$ cat config.mk
export PLATFORM = sky130hd
export DESIGN_NAME = fb_pattern_gen
export DESIGN_NICKNAME = d
export VERILOG_FILES = /design/src/rtl/fb_pattern_gen.sv
export SDC_FILE = /design/constraint.sdc
export NUM_CORES = 1
export LEC_CHECK = 0
export ABC_AREA = 1
export CAP_MARGIN = 20
export CORE_UTILIZATION = 40
export CTS_CLUSTER_SIZE = 16
export DETAILED_ROUTE_END_ITERATION = 12
export SYNTH_ARGS = -nofsm -noshare
export SYNTH_HDL_FRONTEND = slang
export SYNTH_SLANG_ARGS = --single-unit
$ cat constraint.sdc
create_clock -name clk -period 4.3 [get_ports clk]
set_clock_uncertainty 0.2 [all_clocks]
set_input_delay 0.43 -clock clk [delete_from_list [all_inputs] [get_ports clk]]
set_output_delay 0.43 -clock clk [all_outputs]
set_load 0.03 [all_outputs]
$ cat src/rtl/fb_pattern_gen.sv
// rtl/fb_pattern_gen.sv - paced framebuffer test-pattern generator with a moving block
module fb_pattern_gen #(
  parameter int WIDTH             = 640,
  parameter int HEIGHT            = 480,
  parameter int COLOR_BITS        = 18,
  parameter int CYCLES_PER_PIXEL  = 4,
  parameter int BLOCK_PX          = 32,
  parameter int BLOCK_STEP        = 8,
  parameter int COLOR_STEP_FRAMES = 8
) (
  input  logic                  clk,
  input  logic                  ddr_rst,
  input  logic                  enable,
  input  logic                  auto_mode,
  input  logic [2:0]            pattern_sel,
  input  logic                  fb_ready,
  output logic                  fb_we,
  output logic [COLOR_BITS-1:0] fb_data,
  output logic                  fb_vsync,
  output logic [15:0]           frame_cnt,
  output logic [2:0]            pattern
);

  localparam int C  = COLOR_BITS / 3;
  localparam int XW = $clog2(WIDTH);
  localparam int YW = $clog2(HEIGHT);
  localparam int CW = $clog2(CYCLES_PER_PIXEL);

  localparam logic [CW-1:0] CNT_LOAD = CW'(CYCLES_PER_PIXEL - 1);
  localparam logic [XW-1:0] X_LAST   = XW'(WIDTH - 1);
  localparam logic [YW-1:0] Y_LAST   = YW'(HEIGHT - 1);
  localparam logic [C-1:0]  BG_B0    = {1'b1, {(C-1){1'b0}}};

  typedef enum logic {S_WAIT, S_ISSUE} state_t;

  state_t          state, state_nxt;
  logic [CW-1:0]   cnt, cnt_nxt;
  logic [XW-1:0]   x, block_x, block_x_nxt;
  logic [YW-1:0]   y, block_y, block_y_nxt;
  logic            block_wrap;
  logic [2:0]      pattern_nxt;
  logic [C-1:0]    bg_r, bg_g, bg_b;
  logic [C-1:0]    pix_r, pix_g, pix_b;
  logic [2:0]      bar_idx;
  logic            in_block;
  logic            xfer, frame_end, bg_step;

  assign fb_we     = (state == S_ISSUE);
  assign xfer      = fb_we & fb_ready;
  assign frame_end = xfer && (x == X_LAST) && (y == Y_LAST);
  assign bg_step   = (frame_cnt & 16'(COLOR_STEP_FRAMES - 1)) == 16'd0;
  assign fb_data   = {pix_r, pix_g, pix_b};

  // Pacing FSM state register
  always_ff @(posedge clk) begin
    if (ddr_rst) begin
      state <= S_WAIT;
      cnt   <= CNT_LOAD;
    end else begin
      state <= state_nxt;
      cnt   <= cnt_nxt;
    end
  end

  // Countdown in WAIT; entering ISSUE on the 1->0 step keeps the period at exactly CYCLES_PER_PIXEL
  always_comb begin
    state_nxt = state;
    cnt_nxt   = cnt;
    case (state)
      S_WAIT: begin
        if (cnt == '0) begin
          if (enable) state_nxt = S_ISSUE;
        end else begin
          cnt_nxt = cnt - 1'b1;
          if (cnt == CW'(1) && enable) state_nxt = S_ISSUE;
        end
      end
      S_ISSUE: begin
        if (fb_ready) begin
          state_nxt = S_WAIT;
          cnt_nxt   = CNT_LOAD;
        end
      end
      default: state_nxt = S_WAIT;
    endcase
  end

  // Next block position; the row wrap test uses the already-advanced row
  always_comb begin
    block_x_nxt = block_x;
    block_y_nxt = block_y;
    block_wrap  = 1'b0;
    if (32'(block_x) + 32'(BLOCK_STEP) > 32'(WIDTH - BLOCK_PX)) begin
      block_x_nxt = '0;
      if (32'(block_y) + 32'(2 * BLOCK_PX) > 32'(HEIGHT - BLOCK_PX)) begin
        block_y_nxt = '0;
        block_wrap  = 1'b1;
      end else begin
        block_y_nxt = block_y + YW'(BLOCK_PX);
      end
    end else begin
      block_x_nxt = block_x + XW'(BLOCK_STEP);
    end
  end

  // Pattern chosen for the next frame
  always_comb begin
    pattern_nxt = pattern;
    if (auto_mode) begin
      if (block_wrap) pattern_nxt = (pattern >= 3'd3) ? 3'd0 : pattern + 3'd1;
    end else begin
      pattern_nxt = pattern_sel;
    end
  end

  // Raster position plus all per-frame state, which only changes at frame end
  always_ff @(posedge clk) begin
    if (ddr_rst) begin
      x         <= '0;
      y         <= '0;
      fb_vsync  <= 1'b0;
      frame_cnt <= 16'd0;
      pattern   <= 3'd0;
      block_x   <= '0;
      block_y   <= '0;
      bg_r      <= '0;
      bg_g      <= '1;
      bg_b      <= BG_B0;
    end else begin
      fb_vsync <= frame_end;
      if (xfer) begin
        if (x == X_LAST) begin
          x <= '0;
          y <= (y == Y_LAST) ? '0 : y + 1'b1;
        end else begin
          x <= x + 1'b1;
        end
      end
      if (frame_end) begin
        frame_cnt <= frame_cnt + 16'd1;
        block_x   <= block_x_nxt;
        block_y   <= block_y_nxt;
        pattern   <= pattern_nxt;
        if (bg_step) begin
          bg_r <= bg_r + C'(1);
          bg_g <= bg_g + C'(2);
          bg_b <= bg_b + C'(3);
        end
      end
    end
  end

  // Pixel colour from position; the block overrides every pattern
  always_comb begin
    pix_r    = '0;
    pix_g    = '0;
    pix_b    = '0;
    bar_idx  = 3'((32'(x) * 32'd8) / 32'(WIDTH));
    in_block = (32'(x) >= 32'(block_x)) && (32'(x) < 32'(block_x) + 32'(BLOCK_PX)) &&
               (32'(y) >= 32'(block_y)) && (32'(y) < 32'(block_y) + 32'(BLOCK_PX));
    if (in_block) begin
      pix_g = '1;
    end else begin
      case (pattern)
        3'd1: begin
          pix_r = C'(32'(x) >> 3);
          pix_g = C'(32'(y) >> 3);
          pix_b = pix_r + pix_g;
        end
        3'd2: begin
          pix_r = bg_r;
          pix_g = bg_g;
          pix_b = bg_b;
        end
        3'd3: begin
          pix_r = {C{bar_idx[2]}};
          pix_g = {C{bar_idx[1]}};
          pix_b = {C{bar_idx[0]}};
        end
        default: begin
          if (x[3:0] == 4'd0 || y[3:0] == 4'd0) begin
            pix_r = '1;
            pix_g = '1;
            pix_b = '1;
          end
        end
      endcase
    end
  end

endmodule

==> results.json <==
{
  "arrival_ns": 3.55,
  "dieArea_um2": 13780,
  "io_pins": 47,
  "vias_per_cell": 5.210,
  "synth_edf_count": 0,
  "synth_nets": 840,
  "ys_async_sr_fraction_pct": 0,
  "crit_start": "x[1]",
  "synthTopCellsByCount": "131 x nand2_1, 124 x inv_1, 75 x nor2_1",
  "place_ws_ns": -0.07423,
  "area_growth_syn_to_layout_pct": 24.81,
  "period_share_pct": 97.32,
  "drc": 0,
  "yosysMostFrequentCell": "nand2_1",
  "syn_inst": 785,
  "yosys_warnings": 0,
  "synth_top_area_cell": "dfxtp_1",
  "fin_crit_ns": 4.185,
  "setup_viol": 0,
  "totalWireLength_um": 14680,
  "ctsLongestPathBuffers": 2,
  "rsz0062_at_grt": "yes",
  "avgSynthCellArea_um2": 6.785,
  "r2r-start": "x[1]",
  "insertion_delay_ns": 0.34,
  "clk_pin_slew_ns": 0.06,
  "grt_pass1_wl_um": 24300,
  "p_total_mw": 1.540,
  "firstDrtPassIters": 5,
  "final_nets": 925,
  "setup_ws_ns": 0.1153,
  "synthTopCellsByArea": "dfxtp_1 26%, ha_1 11%, nand2_1 9.2%",
  "n_fill_cell": 1298,
  "cts_buffers": 9,
  "antenna_found_initial": 0,
  "end_kind": "output port",
  "hold_violations": 0,
  "grt-ovfl-total": 0,
  "first_global_vias": 5262,
  "status": "completed",
  "final_core_util_pct": 51.83,
  "ys.flop_type": "dfxtp_1",
  "die_height_um": 117.4,
  "cts_tree": "yes",
  "worst_r2r_path_depth": 18,
  "drv_slew": 0,
  "gp_congestion": 0.8783,
  "rows": 41,
  "ys_seq_area_share_pct": 26.31,
  "p_leak_nw": 3.003,
  "htreeDepth": 3,
  "antenna_cells": 0,
  "drtIter0Drc": 268,
  "slew_headroom_pct": 63.75,
  "initial_core_util_pct": 41.53,
  "syn-cell-area_um2": 5326,
  "synth_cell_type_count": 48,
  "p_per_area_nw_per_um2": 231.6,
  "irDropWorstVdd_v": 0.0003836,
  "multi_input_area_um2": 3462,
  "hold_class": "flip-flop to flip-flop",
  "grt_start_max_net_pins": 32,
  "worstMarginPinSlew_ns": 0.5437,
  "gr-usage-met2_pct": 36.95,
  "fmax_ghz": 0.2390,
  "cap_violations": 0,
  "dpl.hpwl_um": 11210,
  "grt_usage_pct": 21.56,
  "io_buffers": 46,
  "core_um2": 12820,
  "synth-seq-cells": 70,
  "wl_per_cell_um": 14.02,
  "die_x_um": 117.4,
  "cts_sinks": 70,
  "required_ns": 3.67,
  "vias": 5455,
  "regArea_um2": 1411,
  "yosysTopAreaCellShare_pct": 26.31,
  "grt.met1_usage_pct": 26.48,
  "cts_root_buffer": "clkbuf_16",
  "drtAntennaViolNets": 0,
  "grt_use_met3_pct": 3.696,
  "drive_above_1_share_pct": 17.83,
  "cts_hold_buf": 0,
  "grt-busiest-layer": "met2",
  "critical_path_class": "flip-flop to output port",
  "startpoint_type": "flip-flop",
  "hold-path-cell-count": 2,
  "worstPathMaxFanout": 8,
  "hp-start": "bg_g[5]"
}
## per-stage QoR
stage | TNS [ns] | cell area (um2) | cells | hold slack, ns
5_1_grt | -0.5527 | 6648 | 1047 | 0.2890
3_3_place_gp | 0 | 6138 | 1019 | 0.2443
3_5_place_dp | -0.4002 | 6138 | 1019 | 0.2511
4_1_cts | 0 | 6409 | 1035 | 0.2653
2_1_floorplan | 0 | 5326 | 785 | 0.2265
6_report | 0 | 6648 | 1047 | 0.2643
## final timing paths
path                   end  slack [ns]
max             fb_data[0]        0.12
min                bg_g[5]        0.26
max reg2reg  frame_cnt[14]        0.91
min reg2reg        bg_g[5]        0.26
## power breakdown
| group | internal (mW) | switching, mW |
|---|---|---|
| Combinational | 0.0550 | 0.0774 |
| Sequential | 0.660 | 0.00706 |
| Clock | 0.450 | 0.290 |
## cell type report
cell class                      count  area share (%)
Multi-Input combinational cell    567           52.08
Sequential cell                    70           21.23
Inverter                          135           7.792
Timing Repair Buffer               87           11.26
Clock buffer                       11           3.501
Clock inverter                      5          0.9034
Tap cell                          172           3.237
## registers in the layout (all words and copies together), names as in the netlist
register	flops
frame_cnt	16
y	9
block_y	4
pattern	3
bg_g	5
fb_we	1
x	10
fb_vsync	1
block_x	7
bg_b	6
bg_r	6
cnt	2
## worst max-delay path, cell delays in order, from the launching register on
cell	delay [ns]
dfxtp_2	0.37
inv_4	0.06
ha_4	0.17
nor2_4	0.11
nand3_2	0.10
nand2_4	0.11
nand3_4	0.15
nand2_2	0.13
o21ai_4	0.07
nor2_4	0.20
nand4_1	0.22
nand2_2	0.14
inv_2	0.05
nor2_2	0.09
nand3_2	0.11
nor2_2	0.15
nor2_2	0.06
nand2_2	0.10
nand2_1	0.06
nand2_1	0.05
nand2_1	0.06
nor2_2	0.13
nand4_2	0.12
nand2_4	0.15
a21oi_2	0.08
buf_6	0.15
## metal layers
layer	vias to the layer above	routed length, um
met1	2500	6808
met3	35	486
li1	2805	-
met4	0	401
met2	115	6984
met5	-	0
## repair_timing
action | in CTS | in global routing
resized for setup | 41 | 76
setup endpoints to repair | 12 | 17
buffers inserted | 0 | 11
gates cloned | 0 | 1
pin swaps | 1 | 17
## cell usage in the layout, fill, tap and decap left out, drive strengths merged, types with 3 or more instances in the layout
master	synthesis	final
nor2	84	84
o21ai	56	56
inv	134	134
ha	46	46
nor3b	4	4
o221ai	3	3
a211oi	3	3
nand3	44	45
o2111ai	6	6
o211ai	3	3
nand2	148	148
nand4	18	18
a21oi	68	68
clkinv	1	3
o21a	6	6
nor3	26	26
o22ai	14	14
nor4	5	5
xnor2	3	3
a221oi	4	4
dfxtp	70	70
buf	9	47
clkbuf	5	17
xor2	15	15
clkdlybuf4s50	0	34
## kinds of logic (layout without fill, tap and decap cells)
family / after synthesis / in the layout / synth area share (%)
fa+ha+maj: 47 / 47 / 11.18
flops: 70 / 70 / 26.31
simple gates: 331 / 332 / 29.34
xor+xnor: 18 / 18 / 2.960
buf+inv: 149 / 238 / 11.23
compound gates: 170 / 170 / 18.98
No activity file was read; power rests on OpenSTA's default activity.
==> variant, RTL diff (same flow settings) <==
The parameter `CYCLES_PER_PIXEL` goes from 4 to 2.
--- a/src/rtl/fb_pattern_gen.sv
+++ b/src/rtl/fb_pattern_gen.sv
@@ -5,3 +5,3 @@
   parameter int COLOR_BITS        = 18,
-  parameter int CYCLES_PER_PIXEL  = 4,
+  parameter int CYCLES_PER_PIXEL  = 2,
   parameter int BLOCK_PX          = 32,
Formal check against the unedited RTL: not equivalent (a bounded check fails within 4 cycles, from zero or initial values and one cycle with ddr_rst high).
==> variant against the unedited design <==
- sequential cell count decreased by 2
- non-clock buffer count decreased by 4
- worst setup slack got worse by 0.074 ns
- worst hold slack got worse by 0.0013 ns
- total power decreased by 2.4%
- design area increased by 1.7%
- via count decreased by 0.81%
- die area decreased by 1.8%
- count of clock-buffer cells in the layout increased by 2
- synthesized area decreased by 1.9%
- routed wire length about the same
- register-to-register slack got worse by 0.02 ns
- global-route usage increased by 0.90 points
- largest power group unchanged
==> variant: results (changes against the unedited design) <==
| Metric | Value |
|---|---|
| RePlAce Congestion | 0.892 (+1.6%) |
| Routed met3 length | 599 microns (+23%) |
| Largest net degree at the start of global routing | 29 (-9.4%) |
| Cell-internal power | 1.18 mW (+0.94%) |
| Post-DP HPWL | 11.0 mm (-1.8%) |
| Seq/Total Area, Yosys | 0.260 (-0.00268) |
| Number of cells upsized or downsized after cts | 25 (-39%) |
| Peak supply drop | 233 uV (-39%) |
| Seq. pwr | 0.634 mW (-4.9%) |
| Slew of the pin with the lowest slew margin | 0.941 ns (+0.397 ns) |
| Area contributors post-synth | dfxtp_1 (26%), nand2_1 (11%), ha_1 (11%) |
| FF-to-FF path depth | 21 (+3) |
| Synth unique cells | 47 (-2.1%) |
| Crit-path max cell delay | 0.35 ns (-0.02 ns) |
| Met3 Track Usage GR | 0.0343 (-0.00271) |
| Leakage | 2.98 nW (-0.61%) |
| Post-Syn Area per Cell | 6.63 sq um (-2.2%) |
| Setup Buffers After CTS | 3 (+3) |
| Adder-cell share of the synthesized area | 0.109 (-0.00267) |
| Post-Synth XOR/XNOR Area | 0.0302 (+0.000560) |
| Met2 Resource Use GR | 0.363 (-0.00653) |
| Clock power frac | 0.524 (+0.043) |
| DR WL/cell | 14.0 microns (about the same) |
| Post-synth top cells | nand2_1 (150), inv_1 (122), nor2_1 (77) |
| Placed Area | 0.00601 sq mm (-2.1%) |
| DR vias | 5411 (-0.81%) |
| M1 wire length | 7.01 mm (+3.0%) |
| Syn nets | 841 (+0.12%) |
| P_clk | 0.788 mW (+6.5%) |
| Post-synthesis compound-gate area fraction | 0.180 (-0.00958) |
| Vias in the first global route | 5033 (-4.4%) |
| Post-Place Worst Slack | 0.0723 ns (+0.147 ns) |
| Met1 usage in global routing | 0.304 (+0.0393) |
| Outcome | completed |
## variant: cell types whose count changed in the layout (fill, tap and decap cells not counted), moves of 7 or more
| cell | before | now |
|---|---|---|
| o21ai_0 | 49 | 34 |
| a21oi_1 | 60 | 52 |
| nor2_4 | 5 | 13 |
| nand2_4 | 6 | 14 |
| nand4_1 | 16 | 9 |
| nand2_1 | 122 | 132 |
## variant: worst paths after layout
kind                            slack [ns]                  from                         end
worst max-delay path                  0.04     x[1]$_SDFFE_PP0P_                  fb_data[4]
worst min-delay path                  0.26  bg_g[5]$_SDFFE_PP1P_        bg_g[5]$_SDFFE_PP1P_
worst max register to register        0.89     x[5]$_SDFFE_PP0P_  frame_cnt[14]$_SDFFE_PP0P_
worst min register to register        0.26  bg_g[5]$_SDFFE_PP1P_        bg_g[5]$_SDFFE_PP1P_
## variant: cell type report
type	count	area, sq um
clock buffers	13	280
clock inverters	3	42.5
inverters	138	538
fillers	1258	5910
repair buffers	83	716
multi-input cells	570	3600
flip-flops and latches	68	1370
well taps	172	215
